[config.mk]
export PLATFORM = sky130hd
export DESIGN_NAME = alu_issue_seq
export DESIGN_NICKNAME = d
export VERILOG_FILES = /design/src/rtl/alu_issue_seq.sv
export SDC_FILE = /design/constraint.sdc
export NUM_CORES = 1
export LEC_CHECK = 0
export CAP_MARGIN = 40
export CELL_PAD_IN_SITES_DETAIL_PLACEMENT = 0
export CELL_PAD_IN_SITES_GLOBAL_PLACEMENT = 1
export CORE_MARGIN = 2
export CORE_UTILIZATION = 42
export CTS_BUF_LIST = sky130_fd_sc_hd__clkbuf_8 sky130_fd_sc_hd__clkbuf_16
export DETAILED_ROUTE_END_ITERATION = 7
export GPL_TIMING_DRIVEN = 0
export PLACE_DENSITY = 0.86
export SLEW_MARGIN = 20
export SYNTH_ARGS = -nofsm -noshare
export SYNTH_HDL_FRONTEND = slang
export SYNTH_SLANG_ARGS = --single-unit
[constraint.sdc]
create_clock -name clk -period 2.25 [get_ports clk]
set_clock_uncertainty 0.2 [all_clocks]
set_input_delay 0.45 -clock clk [delete_from_list [all_inputs] [get_ports clk]]
set_output_delay 0.45 -clock clk [all_outputs]
set_load 0.1 [all_outputs]
[src/rtl/alu_issue_seq.sv]
`default_nettype none
// ============================================================================
// Module      : alu_issue_seq
// Description : Operand-fetch / writeback sequencer wrapped around an 8-bit
//               ALU. Takes one instruction per handshake, reads two operands
//               from a 4-entry register file, drives the ALU, then writes the
//               result back to rd and updates the sticky carry flag.
//               Build option SEQ_FAST_EN removes the EXEC settle cycle, so
//               the flow becomes IDLE -> READ -> WB.
// Revision    : 1.0 - initial release
// ============================================================================
module alu_issue_seq #(
   parameter int              DW      = 8,
   parameter logic [DW-1:0]   RST_VAL = '0
) (
   input  logic          clk,
   input  logic          rst_n,
   input  logic          instr_valid,
   output logic          instr_ready,
   input  logic [7:0]    instr,
   input  logic          ld_en,
   input  logic [1:0]    ld_addr,
   input  logic [DW-1:0] ld_data,
   output logic [DW-1:0] alu_op1,
   output logic [DW-1:0] alu_op2,
   output logic [2:0]    alu_sel,
   input  logic [DW-1:0] alu_out,
   input  logic          alu_co,
   output logic          done,
   output logic          carry_flag,
   input  logic [1:0]    rd_sel,
   output logic [DW-1:0] rd_data
);

   typedef enum logic [1:0] {
      S_IDLE = 2'd0,
      S_READ = 2'd1,
      S_EXEC = 2'd2,
      S_WB   = 2'd3
   } state_t;

   state_t        state;
   logic [DW-1:0] regs [4];

   // Latched instruction fields; instr[4] carries no meaning.
   logic [2:0]    ir_sel;
   logic [1:0]    ir_rd;
   logic [1:0]    ir_rs2;
   logic          unused_instr_bit;

   // Value and carry that the WB cycle commits.
   logic [DW-1:0] wb_val;
   logic          wb_co;
   logic          carry_upd;

   assign unused_instr_bit = instr[4];

`ifdef SEQ_FAST_EN
   // No settle cycle: the ALU inputs were registered in READ, so its output
   // is already stable for the whole WB cycle and is committed directly.
   assign wb_val = alu_out;
   assign wb_co  = alu_co;
`else
   // Snapshot of the ALU taken at the end of the EXEC settle cycle.
   logic [DW-1:0] res;
   logic          co;

   assign wb_val = res;
   assign wb_co  = co;
`endif

   // Only ADD, ASHL and SUB-class selects produce a meaningful carry.
   assign carry_upd   = (ir_sel == 3'b000) || (ir_sel == 3'b001) || (ir_sel == 3'b011);
   assign instr_ready = (state == S_IDLE);
   assign rd_data     = regs[rd_sel];

   // Sequencer FSM, register file, ALU operand registers and status outputs.
   always_ff @(posedge clk) begin
      if (!rst_n) begin
         state      <= S_IDLE;
         ir_sel     <= 3'b000;
         ir_rd      <= 2'b00;
         ir_rs2     <= 2'b00;
         alu_op1    <= '0;
         alu_op2    <= '0;
         alu_sel    <= 3'b101;
         done       <= 1'b0;
         carry_flag <= 1'b0;
`ifndef SEQ_FAST_EN
         res        <= '0;
         co         <= 1'b0;
`endif
         for (int i = 0; i < 4; i++) begin
            regs[i] <= RST_VAL;
         end
      end else begin
         done <= 1'b0;

         // Preset port works in every state; a writeback to the same entry
         // in the same cycle takes priority and the preset is dropped.
         if (ld_en && !((state == S_WB) && (ld_addr == ir_rd))) begin
            regs[ld_addr] <= ld_data;
         end

         case (state)
            S_IDLE: begin
               if (instr_valid) begin
                  ir_sel <= instr[7:5];
                  ir_rd  <= instr[3:2];
                  ir_rs2 <= instr[1:0];
                  state  <= S_READ;
               end
            end

            S_READ: begin
               // Non-blocking reads: a same-cycle preset is not yet visible.
               alu_op1 <= regs[ir_rd];
               alu_op2 <= regs[ir_rs2];
               alu_sel <= ir_sel;
`ifdef SEQ_FAST_EN
               done    <= 1'b1;
               state   <= S_WB;
`else
               state   <= S_EXEC;
`endif
            end

`ifndef SEQ_FAST_EN
            S_EXEC: begin
               res   <= alu_out;
               co    <= alu_co;
               done  <= 1'b1;
               state <= S_WB;
            end
`endif

            S_WB: begin
               regs[ir_rd] <= wb_val;
               if (carry_upd) begin
                  carry_flag <= wb_co;
               end
               state <= S_IDLE;
            end

            default: begin
               state <= S_IDLE;
            end
         endcase
      end
   end

endmodule
`default_nettype wire

# --- Word-level counts from Yosys, hierarchy flattened ---
# Memories as Yosys holds them, arrays and structs flattened. A register that Yosys moved wholly into a read port is not among the register bits.
# Index checks and enable logic that the tools add are counted.
op_classes:
  n_eq_ne: 7
  reduce_logical: 13
  mux: 16
ops:
  columns: ["cell", "n"]
  rows:
  - ["8-bit 2-to-1 mux", 2]
  - ["8-bit OR reduction", 2]
  - ["1-bit 2-to-1 mux", 10]
  - ["2-bit case mux with 4 select lines", 1]
  - ["2-bit 2-to-1 mux", 3]
  - ["2-bit == test, second input constant", 2]
  - ["2-bit AND reduction", 2]
  - ["3-bit by 1-bit == test with 1-bit output, second input constant", 1]
  - ["3-bit by 2-bit == test with 1-bit output, second input constant", 1]
  - ["1-bit logical NOT", 3]
  - ["3-bit logical NOT", 1]
  - ["2-bit by 1-bit == test with 1-bit output, second input constant", 1]
  - ["2-bit == test", 1]
  - ["1-bit logical AND", 2]
  - ["2-bit logical NOT", 1]
  - ["1-bit logical OR", 2]
  - ["2-bit inequality test, second input constant", 1]
word_totals:
  out_inout_bits: 30
  memories: 1
  mem_bits_rw: 32
  ff_bits: 23
  elab_cells: 46
  input_bits: 33
mem_list:
  columns: ["memory", "words", "word_bits", "read_ports", "rd_clocked_by_memory_dff", "write_ports", "line_no", "text"]
  rows:
  - ["regs", 4, 8, 3, 2, 4, "43", "logic [DW-1:0] regs [4];"]

# --- Logic depth before layout (Yosys ltp) ---
# Gate-level depths: netlist of the first run.
depth:
  ltp_word: 9
  depth_mapped: 6
  ltp_nobuf: 5

# --- Least setup slack after synthesis of the first run ---
# No wires, ideal clock.
synth_timing:
  path_kind: "reg2reg"
  startpoint: "register state[0]"
  endpoint: "register ir_rd[1]"
  setup_time_ns: 0.132
  slack_ns: 0.051
  period_less_slack_ns: 2.199
  arrival_time_ns: 1.867
  n_path_buf: 1
  path_stages_with_launch: 7
  required_ns: 1.918
  cell_sequence: "dfxtp_1 inv_1 ha_1 clkbuf_1 nand2_1 nand2_1 a21oi_1"
synth_between:
  elab_chain_cells: 2
synth_lines:
  columns: ["element", "line_no", "text"]
  rows:
  - ["start: declaration", "42", "state_t state;"]
  - ["start signal: assignment", "80", "state <= S_IDLE;"]
  - ["start signal: assignment", "111", "state <= S_READ;"]
  - ["start signal: assignment", "124", "state <= S_EXEC;"]
  - ["2-bit logical NOT", null, null]
  - ["net instr_ready", "19", "output logic instr_ready,"]
  - ["2-bit AND reduction (no line)", null, null]
  - ["end signal: assignment", "109", "ir_rd <= instr[3:2];"]
  - ["end: declaration", "47", "logic [1:0] ir_rd;"]
# The timed path passes the listed nets, and every way through them passes these cells.
# A chain may end at the register's enable or synchronous reset.

==> results of run 1 <==
how the worst min path moves through the flow:
stage / to / cells past startpoint
after floorplan: ir_sel[0] / 2
after global placement: ir_sel[0] / 2
after detailed placement: alu_sel[2] / 2
after CTS: alu_sel[2] / 2
after global routing: alu_sel[2] / 2
final: alu_sel[2] / 2
synthesized netlist by cell type:
master,count
a21oi_1,9
a22o_1,8
a2bb2oi_1,8
a31o_2,1
and2_1,1
and3_1,1
and3b_1,1
and4_1,1
and4b_1,2
and4bb_2,1
buf_1,6
buf_12,1
buf_2,8
buf_4,1
buf_6,1
clkbuf_1,9
dfxtp_1,39
edfxtp_1,32
ha_1,4
inv_1,5
inv_2,1
mux2i_1,29
mux4_1,3
mux4_2,21
nand2_1,29
nand2b_1,3
nand3_1,18
nand3b_1,2
nand4_1,2
nor2_1,29
nor2_2,1
nor2b_1,1
nor3_2,1
o2111ai_2,1
o211ai_1,1
o21ai_0,17
o221ai_1,1
o31ai_1,8
xor2_1,2
critical path, stage by stage (launching register included):
cell and delay [ns]:
edfxtp_1 0.43, mux4_2 0.52, buf_8 0.20
through the flow:
step | power (mW) | hold slack [ns]
5_1_grt | 5.597 | 0.3104
6_report | 5.397 | 0.2839
2_1_floorplan | 3.346 | 0.2439
3_5_place_dp | 4.193 | 0.2617
3_3_place_gp | 3.785 | 0.2585
4_1_cts | 5.402 | 0.2819
power by group:
| part | switching (mW) | internal [mW] | leakage (nW) |
|---|---|---|---|
| combinational | 1.49 | 0.971 | 1.15 |
| clock | 0.496 | 0.729 | 0.118 |
| sequential | 0.151 | 1.56 | 0.653 |
| total | 2.13 | 3.26 | 1.92 |
timing repair:
item | CTS | global route
gates resized for setup | 8 | 2
pin swaps | 1 | 1
cloned | 0 | 0
setup buffers | 12 | 2
setup endpoints to repair | 31 | 12
cells by family (layout without fill, tap and decap cells):
| kind of cell | Yosys count | count (layout) | synth area share (%) |
|---|---|---|---|
| AOI/OAI and AO/OA | 54 | 54 | 10.24 |
| xor gates and xnor gates | 2 | 2 | 0.4842 |
| adders and majority gates | 4 | 4 | 1.383 |
| buffers and inverters | 32 | 143 | 4.357 |
| DFF | 71 | 71 | 48.13 |
| muxes | 53 | 53 | 23.27 |
| and+or+nand+nor | 93 | 93 | 12.14 |
flip-flops by register name (all words and copies together), names as in the netlist:
| name | count |
|---|---|
| regs | 32 |
| alu_op1 | 8 |
| alu_op2 | 8 |
| res | 8 |
| alu_sel | 3 |
| ir_sel | 3 |
| ir_rd | 2 |
| ir_rs2 | 2 |
| state | 2 |
| carry_flag | 1 |
| co | 1 |
| done | 1 |
per-layer routing:
layer / share of wire (%) / vias up / wire length (µm) / GRT usage, %
met5: 0 / - / 0 / 0
met4: 1.5 / 0 / 150 / 6.501
met3: 5.4 / 14 / 521 / 2.673
met2: 50 / 139 / 4866 / 34.72
met1: 43 / 1440 / 4143 / 28.29
li1: - / 1373 / - / -
layout make-up:
class | count | area share [%]
tap | 105 | 2.587
clock buffer | 9 | 2.440
clock inverter | 7 | 2.193
sequential | 71 | 34.33
timing repair buffer | 95 | 21.14
buffer | 26 | 2.785
inverter | 6 | 0.4436
multi-input combinational | 206 | 34.08
==> impl_metrics.toml, run 1 <==
[power]
cellPowerDensity_nw_per_um2 = 1063
ir_drop_mv = 0.5962
p_leak_nw = 1.920

[clock_network]
clockBufferDepth = 2
clk_latency_ns = 0.34
root_buffer = "clkbuf_8"
cts_tree = "yes"
clk_pin_slew_ns = 0.08
cts_buffers = 9
h-tree-depth = 3
cts-hold-fix-buffers = 0
cts_sinks = 71

[yosys]
avgSynthCellArea_um2 = 11.71
synth.net_count = 346
ys_seq_area_share_pct = 48.13
yosys_warnings = 0
synth_top_area_cell = "edfxtp_1"
ys_top_cells_by_area = "edfxtp_1 (27%), dfxtp_1 (22%), mux4_2 (13%)"
synth_cell_types = 39
ys_seq_elements = 71
syn_inst = 309
netlist_area_um2 = 3618
synth_top_cell_area_share_pct = 26.56

[hold_path]
worstHoldStart = "alu_sel[2]"
hold_path_class = "flip-flop to flip-flop"

[detailed_routing]
wirelength_um = 9682
drtIter0Drc = 185
wl_per_cell_um = 18.44
viasPerCell = 5.650
first_pass_iters = 5
drc = 0
vias = 2966
drtAntennaViolNets = 0

[timing]
finalSetupTns_ns = 0
maxSlewViolCount = 0
setup_viol = 0
period_share_pct = 95.68
rsz0062_at_grt = "false"
fin_crit_ns = 2.153
finalHoldViolCount = 0
relSlewSlack_pct = 54.78
setup_slack_ns = 0.09723
tightest_slew_ns = 0.6746
fmax_mhz = 464.5

[final_layout]
final_cell_area_um2 = 5077
instances_no_fill = 525
antenna_cells = 0
multi_input_area_um2 = 1730
final_cell_mix = "clkdlybuf4s50_1 (49), dfxtp_1 (38), edfxtp_1 (32)"
n_fill_cell = 637
utilization_pct = 61.18
final_nets = 452
syn_to_final_growth_pct = 40.32
layout-drive-gt1-share_pct = 24.76
seqCellArea_um2 = 1743
mostFrequentLayoutCell = "clkdlybuf4s50_1"

[floorplanning]
start_util_pct = 43.60
die_y_um = 96.82
pin_count = 63
die_width_um = 96.82
dieArea_um2 = 9374
design.core.area_um2 = 8299
rows = 33

[critical_path]
rr_endpoint = "regs[1][5]"
crit_arrival_ns = 1.50
endpoint_kind = "output pin"
worstSetupStartpoint = "regs[0][0]"
r2r_slack_ns = 0.11
worst-endpoint-required_ns = 1.60
critPathKind = "flip-flop to output pin"
crit_path_end = "rd_data[0]"
cp_max_fo = 3
crit-reg2reg-launch = "state[0]"
worst_r2r_path_depth = 5
worst_setup_path_start_kind = "flip-flop"

[global_routing]
grt_antenna_before_repair = 0
grt_usage_pct = 20.79
grt_overflow = 0
grt_pass1_wl_um = 15520
grt_pass1_vias = 2886
grt_max_degree = 13

[placement]
pre_cts_ws_ns = -0.5629
post-dp-hpwl_um = 7026
place_congestion = 0.8555
io_buffers = 58
dp.cells = 504
dpl_cell_area_um2 = 4793

[job]
cap_viol_max_count = 0

[status]
outcome = "finished, final reports clean"
Note: power is estimated with default switching activity, not from simulation.
==> inputs of run 2 (changes only) <==
Settings changed: CORE_UTILIZATION 42 to 45, CTS_CLUSTER_SIZE set to 20, GPL_ROUTABILITY_DRIVEN set to 0, PLACE_DENSITY 0.86 to 0.91.
Clock period 2.25 ns to 2.6 ns, I/O delays scaled along.
==> impl_metrics.toml, run 2 (synthesized netlist as in run 1, its figures left out) <==
[global_routing]
grt_usage_pct = 23.75
grt_max_degree = 13
grt_overflow = 0
grt_pass1_wl_um = 15730
grt_antenna_before_repair = 0
grt_pass1_vias = 3011

[detailed_routing]
viasPerCell = 5.837
drtAntennaViolNets = 0
vias = 3041
wl_per_cell_um = 18.60
first_pass_iters = 5
wirelength_um = 9691
drtIter0Drc = 326
drc = 0

[final_layout]
layout-drive-gt1-share_pct = 22.91
regMostFlops = "regs"
final_nets = 451
mostFrequentLayoutCell = "clkdlybuf4s50_1"
antenna_cells = 0
final_cell_mix = "clkdlybuf4s50_1 (50), dfxtp_1 (39), edfxtp_1 (32)"
instances_no_fill = 521
syn_to_final_growth_pct = 40.53
final_cell_area_um2 = 5085
utilization_pct = 65.46
largest_reg_flops = 32

[critical_path]
worst-endpoint-required_ns = 1.88
worstSetupStartpoint = "regs[3][2]"
endpoint_kind = "output pin"
crit_arrival_ns = 1.75
critPathKind = "flip-flop to output pin"
crit-reg2reg-launch = "state[0]"
cp_max_fo = 3
worst_setup_path_start_kind = "flip-flop"

[clock_network]
clk_latency_ns = 0.35
root_buffer = "clkbuf_8"
cts-hold-fix-buffers = 0
clk_pin_slew_ns = 0.08
h-tree-depth = 3
cts_buffers = 9
cts_sinks = 71
cts_tree = "yes"
clockBufferDepth = 2

[job]
cap_viol_max_count = 0

[hold_path]
hold_path_class = "flip-flop to flip-flop"
worstHoldStart = "ir_sel[0]"

[status]
outcome = "finished, final reports clean"

[timing]
relSlewSlack_pct = 54.22
period_share_pct = 95.11
rsz0062_at_grt = "false"
fmax_mhz = 404.4
fin_crit_ns = 2.473
hold_ws_ns = 0.2823
finalSetupTns_ns = 0
finalHoldViolCount = 0
setup_viol = 0
maxSlewViolCount = 0
tightest_slew_ns = 0.6830

[placement]
io_buffers = 58
dpl_cell_area_um2 = 4792
dp.cells = 501
post-dp-hpwl_um = 7166

[floorplanning]
start_util_pct = 46.59
design.core.area_um2 = 7767
pin_count = 63
rows = 32
dieArea_um2 = 8774
die_y_um = 93.67
die_width_um = 93.67

[power]
p_leak_nw = 1.914
ir_drop_mv = 0.5635
cellPowerDensity_nw_per_um2 = 939.5
[run 2: cell count changes in the layout (fill, tap and decap cells not counted), sizes merged]
cell | before | now
buf | 63 | 60
clkdlybuf4s50 | 49 | 50
clkinvlp | 0 | 1
dlygate4sd2 | 0 | 1
bufinv | 3 | 4
clkinv | 4 | 2
[run 2: routing by layer]
metal  GRT usage, %  wire length (µm)  vias to the layer above
met2          40.29              4871                      187
met4          8.333               218                        0
met3          4.655               662                       22
met5              0                 0                        -
met1          30.44              3938                     1461
li1               -                 -                     1371
[run 2: area by class of cell]
cell class	count	area (µm²)
multi-input cells	206	1719
well taps	102	127.6
clock buffers	9	123.9
plain buffers	26	142.6
clock inverters	7	135.1
inverters	6	22.52
flip-flops and latches	71	1742
repair buffers	94	1072
fillers	566	2683
[run 2: final timing paths]
kind / to / slack, ns / cells past startpoint
setup / recovery: rd_data[2] / 0.13 / 3
hold / removal: ir_sel[0] / 0.28 / 2
setup reg to reg: regs[3][5] / 0.31 / 5
hold reg to reg: ir_sel[0] / 0.28 / 2
[run 2: timing repair]
item                       4_1_cts  5_1_grt
setup endpoints to repair        8        5
buffers inserted                10        1
hold endpoints to repair         0        0
pin swaps                        0        1
resized for setup                7        0
[run 2: worst max-delay path, stage by stage (launching register included)]
cell and delay [ns]:
edfxtp_1 0.43, mux4_2 0.51, dlygate4sd2_1 0.30, buf_8 0.18
[run 2: where the power goes]
group	total [mW]	switching, mW	leakage, nW	internal (mW)
combinational	2.14	1.29	1.14	0.847
sequential	1.48	0.131	0.652	1.35
clock	1.16	0.432	0.125	0.728
[run 2: stage by stage]
stage | power [mW] | setup slack [ns]
2_1_floorplan | 2.895 | 0.3273
3_3_place_gp | 3.271 | -0.4488
3_5_place_dp | 3.631 | -0.2283
4_1_cts | 4.781 | 0.1341
5_1_grt | 4.957 | 0.03824
6_report | 4.777 | 0.1271
